[src/rtl/add_seq_arb_if.sv]
// add_seq_arb_if: bundles the two requester ports and the result port of
// add_seq_arb.
//   slave  - the sequencer/arbiter side (takes requests, produces results)
//   master - the requesters plus the result consumer
// Signals:
//   reqN_valid/ready : request handshake for requester N (N = 0, 1)
//   reqN_a/b         : W-bit operands, reqN_sub = 1 selects a-b
//   res_valid/ready  : result handshake
//   res_data         : W-bit sum/difference
//   res_cout/ov/zero : carry out, signed overflow, result-is-zero
//   res_id           : requester that issued the result
interface add_seq_arb_if #(
  parameter int NBYTES = 4
);
  localparam int W = 8 * NBYTES;

  logic         req0_valid;
  logic         req0_ready;
  logic [W-1:0] req0_a;
  logic [W-1:0] req0_b;
  logic         req0_sub;

  logic         req1_valid;
  logic         req1_ready;
  logic [W-1:0] req1_a;
  logic [W-1:0] req1_b;
  logic         req1_sub;

  logic         res_valid;
  logic         res_ready;
  logic [W-1:0] res_data;
  logic         res_cout;
  logic         res_ov;
  logic         res_zero;
  logic         res_id;

  modport slave (
    input  req0_valid, req0_a, req0_b, req0_sub,
    input  req1_valid, req1_a, req1_b, req1_sub,
    input  res_ready,
    output req0_ready, req1_ready,
    output res_valid, res_data, res_cout, res_ov, res_zero, res_id
  );

  modport master (
    output req0_valid, req0_a, req0_b, req0_sub,
    output req1_valid, req1_a, req1_b, req1_sub,
    output res_ready,
    input  req0_ready, req1_ready,
    input  res_valid, res_data, res_cout, res_ov, res_zero, res_id
  );
endinterface

[src/rtl/add_seq_arb.sv]
// add_seq_arb: shares one 8-bit add slice between two requesters and uses
// it for multi-byte add/subtract, one byte per cycle, LSB byte first.
// Ports:
//   clk   - rising-edge clock
//   rst_n - asynchronous active-low reset
//   bus   - add_seq_arb_if.slave (request ports, result port)
// Parameter:
//   NBYTES - operand width in bytes (1..16), W = 8*NBYTES
module add_seq_arb #(
  parameter int NBYTES = 4
) (
  input  logic          clk,
  input  logic          rst_n,
  add_seq_arb_if.slave  bus
);
  localparam int W  = 8 * NBYTES;
  localparam int IW = (NBYTES > 1) ? $clog2(NBYTES) : 1;
  localparam logic [IW-1:0] LAST = IW'(NBYTES - 1);

  typedef enum logic [1:0] {
    IDLE = 2'd0,
    RUN  = 2'd1,
    DONE = 2'd2
  } state_t;

  state_t        state, state_nx;
  logic [IW-1:0] idx;
  logic          c;
  logic          last_id;
  logic [W-1:0]  a_q, b_q;
  logic [W-1:0]  data_q;
  logic          cout_q, ov_q, zero_q, id_q;

  logic          gnt_any, gnt_id;
  logic          rdy0, rdy1;
  logic          accept;
  logic          last_step;
  logic [W-1:0]  sel_a, sel_b;
  logic          sel_sub;
  logic [7:0]    a_byte, b_byte;
  logic [8:0]    sum9;
  logic [7:0]    sum7;
  logic [W-1:0]  data_nx;

  // Grant: a lone requester wins; on a tie the one not served last wins.
  always_comb begin
    gnt_any = 1'b0;
    gnt_id  = 1'b0;
    if (bus.req0_valid && bus.req1_valid) begin
      gnt_any = 1'b1;
      gnt_id  = ~last_id;
    end else if (bus.req0_valid) begin
      gnt_any = 1'b1;
      gnt_id  = 1'b0;
    end else if (bus.req1_valid) begin
      gnt_any = 1'b1;
      gnt_id  = 1'b1;
    end
  end

  always_comb begin
    sel_a   = gnt_id ? bus.req1_a   : bus.req0_a;
    sel_b   = gnt_id ? bus.req1_b   : bus.req0_b;
    sel_sub = gnt_id ? bus.req1_sub : bus.req0_sub;
  end

  // Byte slice; sum7 isolates the carry into bit 7 for the overflow flag.
  always_comb begin
    a_byte  = a_q[{idx, 3'b000} +: 8];
    b_byte  = b_q[{idx, 3'b000} +: 8];
    sum9    = {1'b0, a_byte} + {1'b0, b_byte} + {8'd0, c};
    sum7    = {1'b0, a_byte[6:0]} + {1'b0, b_byte[6:0]} + {7'd0, c};
    data_nx = data_q;
    data_nx[{idx, 3'b000} +: 8] = sum9[7:0];
  end

  assign last_step = (idx == LAST);

  always_comb begin
    state_nx = state;
    rdy0     = 1'b0;
    rdy1     = 1'b0;
    accept   = 1'b0;
    case (state)
      IDLE: begin
        // Readies are withheld while reset is asserted.
        rdy0   = rst_n & gnt_any & ~gnt_id;
        rdy1   = rst_n & gnt_any &  gnt_id;
        accept = gnt_any;
        if (gnt_any) state_nx = RUN;
      end
      RUN: begin
        if (last_step) state_nx = DONE;
      end
      DONE: begin
        if (bus.res_ready) state_nx = IDLE;
      end
      default: state_nx = IDLE;
    endcase
  end

  always_ff @(posedge clk or negedge rst_n) begin
    if (!rst_n) state <= IDLE;
    else        state <= state_nx;
  end

  always_ff @(posedge clk or negedge rst_n) begin
    if (!rst_n) begin
      idx     <= '0;
      c       <= 1'b0;
      last_id <= 1'b1;
      a_q     <= '0;
      b_q     <= '0;
      data_q  <= '0;
      cout_q  <= 1'b0;
      ov_q    <= 1'b0;
      zero_q  <= 1'b0;
      id_q    <= 1'b0;
    end else if (state == IDLE) begin
      if (accept) begin
        a_q     <= sel_a;
        b_q     <= sel_sub ? ~sel_b : sel_b;
        c       <= sel_sub;
        last_id <= gnt_id;
        idx     <= '0;
      end
    end else if (state == RUN) begin
      data_q <= data_nx;
      c      <= sum9[8];
      if (last_step) begin
        cout_q <= sum9[8];
        ov_q   <= sum7[7] ^ sum9[8];
        zero_q <= (data_nx == '0);
        id_q   <= last_id;
      end else begin
        idx <= idx + 1'b1;
      end
    end
  end

  assign bus.req0_ready = rdy0;
  assign bus.req1_ready = rdy1;
  assign bus.res_valid  = (state == DONE);
  assign bus.res_data   = data_q;
  assign bus.res_cout   = cout_q;
  assign bus.res_ov     = ov_q;
  assign bus.res_zero   = zero_q;
  assign bus.res_id     = id_q;
endmodule

[src/flat_wrapper.sv]
// flat-port wrapper written by rule: the top's interface ports become plain ports
module add_seq_arb_flat 
#(
  parameter int NBYTES = 4
)
  (clk, rst_n, bus_req0_valid, bus_req0_a, bus_req0_b, bus_req0_sub, bus_req1_valid, bus_req1_a, bus_req1_b, bus_req1_sub, bus_res_ready, bus_req0_ready, bus_req1_ready, bus_res_valid, bus_res_data, bus_res_cout, bus_res_ov, bus_res_zero, bus_res_id);
  add_seq_arb_if #(.NBYTES(NBYTES)) bus_i ();
  input  logic clk;
  input  logic rst_n;
  input wire logic [$bits(bus_i.req0_valid)-1:0] bus_req0_valid;
  input wire logic [$bits(bus_i.req0_a)-1:0] bus_req0_a;
  input wire logic [$bits(bus_i.req0_b)-1:0] bus_req0_b;
  input wire logic [$bits(bus_i.req0_sub)-1:0] bus_req0_sub;
  input wire logic [$bits(bus_i.req1_valid)-1:0] bus_req1_valid;
  input wire logic [$bits(bus_i.req1_a)-1:0] bus_req1_a;
  input wire logic [$bits(bus_i.req1_b)-1:0] bus_req1_b;
  input wire logic [$bits(bus_i.req1_sub)-1:0] bus_req1_sub;
  input wire logic [$bits(bus_i.res_ready)-1:0] bus_res_ready;
  output wire logic [$bits(bus_i.req0_ready)-1:0] bus_req0_ready;
  output wire logic [$bits(bus_i.req1_ready)-1:0] bus_req1_ready;
  output wire logic [$bits(bus_i.res_valid)-1:0] bus_res_valid;
  output wire logic [$bits(bus_i.res_data)-1:0] bus_res_data;
  output wire logic [$bits(bus_i.res_cout)-1:0] bus_res_cout;
  output wire logic [$bits(bus_i.res_ov)-1:0] bus_res_ov;
  output wire logic [$bits(bus_i.res_zero)-1:0] bus_res_zero;
  output wire logic [$bits(bus_i.res_id)-1:0] bus_res_id;
  assign bus_i.req0_valid = bus_req0_valid;
  assign bus_i.req0_a = bus_req0_a;
  assign bus_i.req0_b = bus_req0_b;
  assign bus_i.req0_sub = bus_req0_sub;
  assign bus_i.req1_valid = bus_req1_valid;
  assign bus_i.req1_a = bus_req1_a;
  assign bus_i.req1_b = bus_req1_b;
  assign bus_i.req1_sub = bus_req1_sub;
  assign bus_i.res_ready = bus_res_ready;
  assign bus_req0_ready = bus_i.req0_ready;
  assign bus_req1_ready = bus_i.req1_ready;
  assign bus_res_valid = bus_i.res_valid;
  assign bus_res_data = bus_i.res_data;
  assign bus_res_cout = bus_i.res_cout;
  assign bus_res_ov = bus_i.res_ov;
  assign bus_res_zero = bus_i.res_zero;
  assign bus_res_id = bus_i.res_id;
  add_seq_arb #(.NBYTES(NBYTES)) u_core (.clk(clk), .rst_n(rst_n), .bus(bus_i));
endmodule
[config.mk]
export PLATFORM = sky130hd
export DESIGN_NAME = add_seq_arb_flat
export DESIGN_NICKNAME = d
export VERILOG_FILES = /design/src/rtl/add_seq_arb_if.sv /design/src/rtl/add_seq_arb.sv /design/src/flat_wrapper.sv
export SDC_FILE = /design/constraint.sdc
export NUM_CORES = 1
export LEC_CHECK = 0
export ABC_CLOCK_PERIOD_IN_PS = 3270
export BUFFER_PORTS_ARGS = -buffer_cell sky130_fd_sc_hd__buf_2
export CORE_ASPECT_RATIO = 0.5
export CORE_MARGIN = 5
export CORE_UTILIZATION = 47
export CTS_BUF_LIST = sky130_fd_sc_hd__clkbuf_4 sky130_fd_sc_hd__clkbuf_8 sky130_fd_sc_hd__clkbuf_16
export DETAILED_ROUTE_END_ITERATION = 7
export GPL_TIMING_DRIVEN = 0
export PLACE_DENSITY = 0.84
export SYNTH_ARGS = -nofsm -noshare
export SYNTH_HDL_FRONTEND = slang
export SYNTH_SLANG_ARGS = --single-unit
[constraint.sdc]
create_clock -name clk -period 3.27 [get_ports clk]
set_input_delay 0.654 -clock clk [delete_from_list [all_inputs] [get_ports clk]]
set_output_delay 0.654 -clock clk [all_outputs]
set_load 0.02 [all_outputs]
# Word level (Yosys, flattened, before mapping)
# Index checks and enable logic that the tools add are counted.
dict set report op_classes {
  add_sub_neg 6
  n_shift 4
  n_eq_ne 8
  mux 24
  n_bitwise 8
  n_reduce_logical 10
}
# cell count
set ops {}
lappend ops {{32-bit 2-to-1 mux} 3}
lappend ops {{32-bit by 6-bit variable part select with 8-bit output} 2}
lappend ops {{32-bit bitwise mux} 1}
lappend ops {{32-bit zero test} 1}
lappend ops {{32-bit NOT} 1}
lappend ops {{8-bit by 7-bit variable shift with 32-bit output, first input constant} 1}
lappend ops {{8-bit by 7-bit variable part select with 32-bit output} 1}
lappend ops {{2-bit 2-to-1 mux} 7}
lappend ops {{1-bit 2-to-1 mux} 12}
lappend ops {{8-bit by 8-bit adder with 9-bit output} 1}
lappend ops {{9-bit by 1-bit adder with 9-bit output} 1}
lappend ops {{3-bit AND reduction} 3}
lappend ops {{7-bit by 7-bit adder with 8-bit output} 1}
lappend ops {{8-bit by 1-bit adder with 8-bit output} 1}
lappend ops {{5-bit negation with 7-bit output} 1}
lappend ops {{2-bit by 1-bit inequality test with 1-bit output, second input constant} 3}
lappend ops {{2-bit case mux with 3 select lines} 1}
lappend ops {{2-bit AND reduction} 3}
lappend ops {{2-bit == test, second input constant} 2}
lappend ops {{2-bit inequality test, second input constant} 2}
lappend ops {{1-bit bitwise AND} 3}
lappend ops {{1-bit NOT} 3}
lappend ops {{2-bit by 1-bit adder with 2-bit output, second input constant} 1}
lappend ops {{2-bit by 1-bit == test with 1-bit output, second input constant} 1}
lappend ops {{other kinds (4)} 4}
dict set report word_totals {
  elab_cells 71
  output_inout_bits 39
  inputBits 135
  regBits 106
}

# Logic depth before layout (Yosys ltp)
# Gate-level depths: netlist (run 1).
dict set report logic_depth {
  ltp_word 6
  depth_mapped 11
  ltp_nobuf 9
}

# Worst setup path after synthesis (run 1)
# No wires, ideal clock.
dict set report synth_path {
  path_kind {register -> register}
  startpoint {register u_core.idx[0]}
  endpoint {register u_core.zero_q, in the netlist u_core.bus.res_zero}
  stages_incl_launch_ff 11
  path_buffers 1
  period_less_slack_ps 3045
  setup_slack_ps 225
  arrival_ps 2921
  required_time_ps 3146
  setup_time_ps 124
  cell_sequence {dfrtp_1 -> buf_2 -> mux4_1 -> fa_1 -> fa_1 -> a21oi_1 -> o221ai_1 -> xor2_1 -> nand2_1 -> a21boi_2 -> o31ai_1}
}
dict set report synth_via {
  elab_chain_len 6
  word_cells_on_any_way 11
  classes_between {3 x add/sub; 1 x eq/ne; 4 x shift; 1 x mux; 2 x reduce/logical}
}
# element line
set synth_rtl {}
lappend synth_rtl {{from (decl)} add_seq_arb.sv:27} ;# logic [IW-1:0] idx;
lappend synth_rtl {{from (signal assigned)} add_seq_arb.sv:136} ;# idx <= idx + 1'b1;
lappend synth_rtl {{32-bit by 6-bit variable part select with 8-bit output (on tied branches)} {add_seq_arb.sv:69, add_seq_arb.sv:70}}
lappend synth_rtl {{8-bit by 8-bit adder with 9-bit output} add_seq_arb.sv:71} ;# sum9 = {1'b0, a_byte} + {1'b0, b_byte} + {8'd0, c};
lappend synth_rtl {{9-bit by 1-bit adder with 9-bit output} add_seq_arb.sv:71}
lappend synth_rtl {{8-bit by 7-bit variable part select with 32-bit output} add_seq_arb.sv:74} ;# data_nx[{idx, 3'b000} +: 8] = sum9[7:0];
lappend synth_rtl {{32-bit bitwise mux} add_seq_arb.sv:74}
lappend synth_rtl {{32-bit zero test} add_seq_arb.sv:133} ;# zero_q <= (data_nx == '0);
lappend synth_rtl {{to (signal assigned)} add_seq_arb.sv:133}
lappend synth_rtl {{to (decl)} add_seq_arb.sv:32} ;# logic cout_q, ov_q, zero_q, id_q;
# Several ways; a longest one is shown, not always the timed one.
# A chain may end at the register's enable or synchronous reset.

# Worst setup path after layout (run 1)
# Ends and elaborated chain as after synthesis.

==> results of run 1 <==
cell type report:
cell class / instances / area (um^2) / area share, %
well taps: 165 / 206 / 2.80
flip-flops and latches: 106 / 2660 / 36.0
clock buffers: 11 / 240 / 3.25
repair buffers: 175 / 896 / 12.1
plain buffers: 33 / 181 / 2.46
inverters: 10 / 37.5 / 0.508
multi-input cells: 407 / 3090 / 41.9
clock inverters: 4 / 76.3 / 1.03
through the flow:
stage	utilization (%)	power [mW]	setup TNS [ns]	std cells	cell area [um^2]
after floorplan	-	5.96	0	557	5910
after global placement	57.9	7.37	-3.22	895	6980
after detailed placement	58.1	7.55	-3.88	896	7000
after CTS	61.1	8.96	0	912	7370
after global routing	61.3	9.73	-0.0159	911	7380
final	61.3	9.18	0	911	7380
final timing paths:
check | endpoint | from | slack (ns)
max in group asynchronous | u_core.last_id | rst_n | 2.11
worst min register to register | u_core.bus.res_cout | u_core.bus.res_cout | 0.49
worst max-delay path | u_core.bus.res_zero | u_core.idx[0] | 0.09
min in group clk | u_core.last_id | bus_req0_valid | 0.49
worst min-delay path | u_core.b_q[21] | rst_n | 0.39
worst max register to register | u_core.bus.res_zero | u_core.idx[0] | 0.09
sequential cells by signal, summed over array words and instances, names as in the netlist, 2 cells and up:
name and cells:
u_core.b_q 32, u_core.a_q 32, u_core.state 2, u_core.idx 2, u_core.bus.res_data 32
what timing repair did:
item,in CTS,in global routing
buffers inserted,1,0
setup endpoints to repair,19,8
pin swaps,1,0
resized for setup,10,7
hold endpoints to repair,0,0
metal layers:
layer / up-vias / share of wire (%) / GRT usage [%]
li1: 2367 / - / -
met1: 2476 / 42 / 29.2
met2: 231 / 49 / 38.0
met3: 23 / 7.6 / 4.81
met4: 0 / 1.3 / 6.41
met5: - / 0 / 0
power by group through the flow:
stage | Clock (mW) | Combinational (mW) | Sequential (mW)
2_1_floorplan | 0 | 3.59 | 2.37
3_3_place_gp | 0 | 5.08 | 2.29
3_5_place_dp | 0 | 5.22 | 2.33
4_1_cts | 1.16 | 5.49 | 2.32
5_1_grt | 1.21 | 6.13 | 2.40
6_report | 1.15 | 5.69 | 2.34
layout by cell type (no fill, tap or decap), types with 3 or more instances in the layout:
cell type	instances
buf_2	183
o21ai_0	6
mux2i_1	64
nor4_1	8
dfrtp_1	104
nand2_1	22
buf_4	6
nor3_1	3
a21oi_1	77
ha_1	13
clkbuf_1	9
nor2b_1	3
a22o_1	25
o21ai_1	6
o21a_1	3
clkbuf_16	9
nand3_1	3
inv_1	10
xnor2_1	35
and3_1	5
mux4_2	16
clkbuf_4	3
nor2_1	77
buf_1	5
cell families (layout without fill, tap and decap cells):
| kind of cell | count (synthesis) | count (layout) | share of synthesized area [%] |
|---|---|---|---|
| xor+xnor | 38 | 38 | 5.63 |
| compound gates | 139 | 139 | 14.8 |
| simple gates | 131 | 131 | 10.0 |
| buf+inv | 44 | 233 | 3.32 |
| flops | 106 | 106 | 44.9 |
| mux | 84 | 84 | 17.9 |
| fa+ha+maj | 15 | 15 | 3.43 |
==> results_dict.tcl, run 1 <==
set metrics [dict create \
    outcome "complete, no violations" \
    cellLeakagePower_nw 3.46 \
    grt_first_pass_wirelength_um 26300 \
    worstSetupStartpointType "register" \
    die_area_um2 15100 \
    achievable-frequency_mhz 314 \
    yosys_warnings 0 \
    power.share.sequential_pct 25.5 \
    pwr-share-comb_pct 61.9 \
    via_count 5097 \
    wirelength_um 16900 \
    power_share_of_the_clock_group_pct 12.6 \
    post-synth-top-area-fraction_pct 44.5 \
    worst_hold_path_type "in2async" \
    vdd_ir_drop_max_mv 1.02 \
    floorplan.core_area_um2 12100 \
    wl_per_cell_um 18.6 \
    yosys_register_bits 106 \
    drv.max_cap_violation_count 0 \
    number_of_global_route_vias_before_repair 5321 \
    synth_enable_flop_cells 0 \
    netlist_instances 557 \
    effective_utilization_at_floorplan_pct 49.0 \
    share_of_synthesized_area_occupied_by_flip_flops_and_latches_pct 44.9 \
    cts_inserted_buffers 9 \
    detailed_place_hpwl_um 12700 \
    detailedRoute.firstPassIterationCount 5 \
    n_antenna_cell 0 \
    crit_path_cell_trace "buf_12 > mux4_2 > fa_1 > fa_2 > nand3_1 > and3_1 > o21bai_1 > a211oi_1 > nand4_1 > o31ai_1" \
    fillCellCount 960 \
    tritoncts "yes" \
    timing_worst_slew_pin_value_ns 0.804 \
    gp_routability_congestion 0.901 \
    max-slew-margin-rel_pct 46.4 \
    yosysMostFrequentCell "dfrtp_1" \
    slew_viol_final 0 \
    fin_crit_ns 3.18 \
    synth_top_flop_cell "dfrtp_1" \
    cts.hold.buffers_added 0 \
    synth_top_cell_by_area "dfrtp_1" \
    finalWorstSetupSlack_ns 0.0865 \
    ctsRootBufferMaster "clkbuf_16" \
    critical_path.top_delay_family "adder cells" \
    preCtsSetupSlack_ns -0.477 \
    p_sw_share_pct 46.9 \
    synthesis.nets 707 \
    power_density_relative_to_cell_area_nw_per_um2 1240 \
    htree_num_levels 3 \
    row_count 28 \
    post_synth_main_area_contributors "dfrtp_1 (44%), mux2i_1 (11%), a21oi_1 (6.6%)" \
    p_switching_mw 4.31 \
    synth.distinct_cells 55 \
    critPathArrivalTime_ns 3.44 \
    io_pins 174 \
    synth_area_um2 5910 \
    grt.total_usage_pct 22.2 \
    post-route-period-util_pct 97.4 \
    cellInternalPower_mw 4.87 \
    first_iter_violations 593 \
    overflow 0 \
    fin_worst_hold_slack_ns 0.388 \
    critPathBufInv 1 \
    cts.clk_slew.worst_paths_ns 0.07 \
    worstSkewPairLatency_ns 0.35 \
    cp_slowest_cell "mux4_2" \
    crit_type "reg2reg" \
    die_h_um 89.3 \
    design.final.nets 892 \
    reg2reg_depth 10 \
    ant_nets 0 \
    post_route_cells_drive_above_1_share_pct 33.2 \
    logic_depth_of_the_worst_setup_path_including_buffers 10 \
    antenna_violations_before_repair 0 \
    required_ns 3.52 \
    ys_async_sr_fraction_pct 100 \
    drc_errors 0 \
    cpPeakStageDelay_ns 0.54 \
    end_kind "register" \
    viasPerCell 5.59 \
    most_frequent_cells_after_synthesis "dfrtp_1 (105), a21oi_1 (78), nor2_1 (77), mux2i_1 (64), xnor2_1 (36)" \
    crit_fanout 10 \
    post_synth.cell_area_avg_um2 10.6 \
    clkSinkCount 106 \
    fin_worst_skew_ns 0.00965 \
    timing.final.setup_violations 0 \
    die_width_um 169 \
    io_buffer_count 173 \
    cts-root-to-sink-buffers 2 \
    hold_violations 0 \
    area_delta_synth_final_pct 24.9 \
    largest_net_degree_at_the_start_of_global_routing 65 \
]
No activity file was read; power rests on OpenSTA's default activity.
==> run 2: changes to the inputs <==
--- a/config.mk
+++ b/config.mk
@@ -7,9 +7,11 @@
 export LEC_CHECK = 0
 export ABC_CLOCK_PERIOD_IN_PS = 3270
 export BUFFER_PORTS_ARGS = -buffer_cell sky130_fd_sc_hd__buf_2
+export CELL_PAD_IN_SITES_DETAIL_PLACEMENT = 0
+export CELL_PAD_IN_SITES_GLOBAL_PLACEMENT = 1
 export CORE_ASPECT_RATIO = 0.5
 export CORE_MARGIN = 5
-export CORE_UTILIZATION = 47
+export CORE_UTILIZATION = 36
 export CTS_BUF_LIST = sky130_fd_sc_hd__clkbuf_4 sky130_fd_sc_hd__clkbuf_8 sky130_fd_sc_hd__clkbuf_16
 export DETAILED_ROUTE_END_ITERATION = 7
 export GPL_TIMING_DRIVEN = 0
==> results_dict.tcl, run 2 (same netlist as run 1, synthesis figures left out) <==
set metrics [dict create \
    cpPeakStageDelay_ns 0.58 \
    overflow 0 \
    vdd_ir_drop_max_mv 0.674 \
    viasPerCell 5.09 \
    post-route-period-util_pct 98.0 \
    cts.hold.buffers_added 0 \
    clkSinkCount 106 \
    die_area_um2 19200 \
    slew_viol_final 0 \
    critical_path.top_delay_family "adder cells" \
    critPathBufInv 1 \
    effective_utilization_at_floorplan_pct 36.4 \
    final_common_cell "buf_2" \
    crit_fanout 10 \
    row_count 33 \
    wl_per_cell_um 17.3 \
    layout_common_cells "buf_2 (183), dfrtp_1 (104), a21oi_1 (78)" \
    required_ns 3.49 \
    via_count 4962 \
    cts.clk_slew.worst_paths_ns 0.07 \
    number_of_global_route_vias_before_repair 5007 \
    worst_hold_path_type "in2async" \
    io_buffer_count 173 \
    critical-path-top-cell-by-count "fa_1" \
    end_kind "register" \
    fin_crit_ns 3.20 \
    worstSkewPairLatency_ns 0.35 \
    cts-root-to-sink-buffers 2 \
    cts_inserted_buffers 9 \
    preCtsSetupSlack_ns -0.644 \
    crit_path_cell_trace "buf_8 > mux4_2 > fa_1 > fa_1 > xor2_1 > o21ai_1 > and3_1 > nand4_1 > o31ai_2" \
    grt.total_usage_pct 17.6 \
    cp_slowest_cell "xor2_1" \
    design.final.nets 893 \
    largest_net_degree_at_the_start_of_global_routing 68 \
    detailed_place_hpwl_um 13200 \
    wirelength_um 16800 \
    grt_first_pass_wirelength_um 26500 \
    worstSetupStartpointType "register" \
    hold_violations 0 \
    timing_worst_slew_pin_value_ns 0.861 \
    ant_nets 0 \
    n_antenna_cell 0 \
    drv.max_cap_violation_count 0 \
    post_route_cells_drive_above_1_share_pct 33.1 \
    ctsRootBufferMaster "clkbuf_16" \
    die_h_um 101 \
    finalWorstSetupSlack_ns 0.0654 \
    layout.core_utilization_pct 45.7 \
    timing.final.setup_violations 0 \
    achievable-frequency_mhz 312 \
    area_delta_synth_final_pct 25.6 \
    area.sequential_um2 2660 \
    multi_input_area_um2 3090 \
    gp_routability_congestion 0.869 \
    drc_errors 0 \
    power_density_relative_to_cell_area_nw_per_um2 1210 \
    htree_num_levels 3 \
    rsz0062_at_grt "true" \
    crit_type "reg2reg" \
    antenna_violations_before_repair 0 \
    max-slew-margin-rel_pct 42.6 \
    tritoncts "yes" \
    fin_worst_skew_ns 0.0158 \
    first_iter_violations 329 \
    die_width_um 191 \
    critPathArrivalTime_ns 3.43 \
    io_pins 174 \
    fillCellCount 1561 \
    floorplan.core_area_um2 16200 \
    cellLeakagePower_nw 3.45 \
    detailedRoute.firstPassIterationCount 4 \
    outcome "complete, no violations" \
]
## run 2: worst paths after layout
check | startpoint | end | slack (ns) | depth (start not counted)
worst max-delay path | u_core.idx[0] | u_core.bus.res_zero | 0.07 | 9
worst min-delay path | rst_n | u_core.b_q[13] | 0.41 | 1
worst max register to register | u_core.idx[0] | u_core.bus.res_zero | 0.07 | 9
worst min register to register | u_core.bus.res_cout | u_core.bus.res_cout | 0.48 | 2
max in group asynchronous | rst_n | u_core.bus.res_data[31] | 2.12 | 2
min in group clk | bus_res_ready | u_core.state[1] | 0.47 | 2
## run 2: repair_timing
action	in CTS	in global routing
gates resized for setup	8	6
setup buffers	1	0
pin swaps	1	0
endpoints found under the setup margin	24	7
## run 2: layer usage
layer / up-vias / global-route usage, % / wire length (um)
met3: 16 / 3.36 / 1010
met4: 0 / 3.86 / 187
met2: 146 / 27.5 / 7790
met5: - / 0 / 0
met1: 2426 / 25.7 / 7820
li1: 2374 / - / -
## run 2: cell type report
| cell class | instances | area share (%) |
|---|---|---|
| flip-flops and latches | 106 | 35.8 |
| repair buffers | 175 | 12.1 |
| well taps | 227 | 3.83 |
| inverters | 10 | 0.506 |
| clock inverters | 5 | 0.624 |
| multi-input cells | 407 | 41.6 |
| plain buffers | 34 | 2.38 |
| clock buffers | 10 | 3.22 |
## run 2: power by group
part           internal, mW  switching [mW]  total, mW
Clock                 0.547           0.496       1.04
Combinational          2.23            3.38       5.61
Sequential             1.91           0.423       2.33
## run 2: worst register-to-register path, cell delays in order (launching register included)
cell     delay, ns
dfrtp_2       0.43
buf_8         0.18
mux4_2        0.53
fa_1          0.43
fa_1          0.44
xor2_1        0.59
o21ai_1       0.11
and3_1        0.20
nand4_1       0.11
o31ai_2       0.08
## run 2: through the flow
step | TNS [ns] | area [um^2] | std cells | total power, mW | hold slack (ns)
floorplan | 0 | 5910 | 557 | 5.96 | 0.358
global placement | -6.30 | 7060 | 957 | 7.57 | 0.465
detailed placement | -5.85 | 7080 | 958 | 7.69 | 0.465
CTS | 0 | 7400 | 974 | 8.93 | 0.433
global route | -0.0677 | 7420 | 974 | 9.63 | 0.462
finish | 0 | 7420 | 974 | 8.99 | 0.411
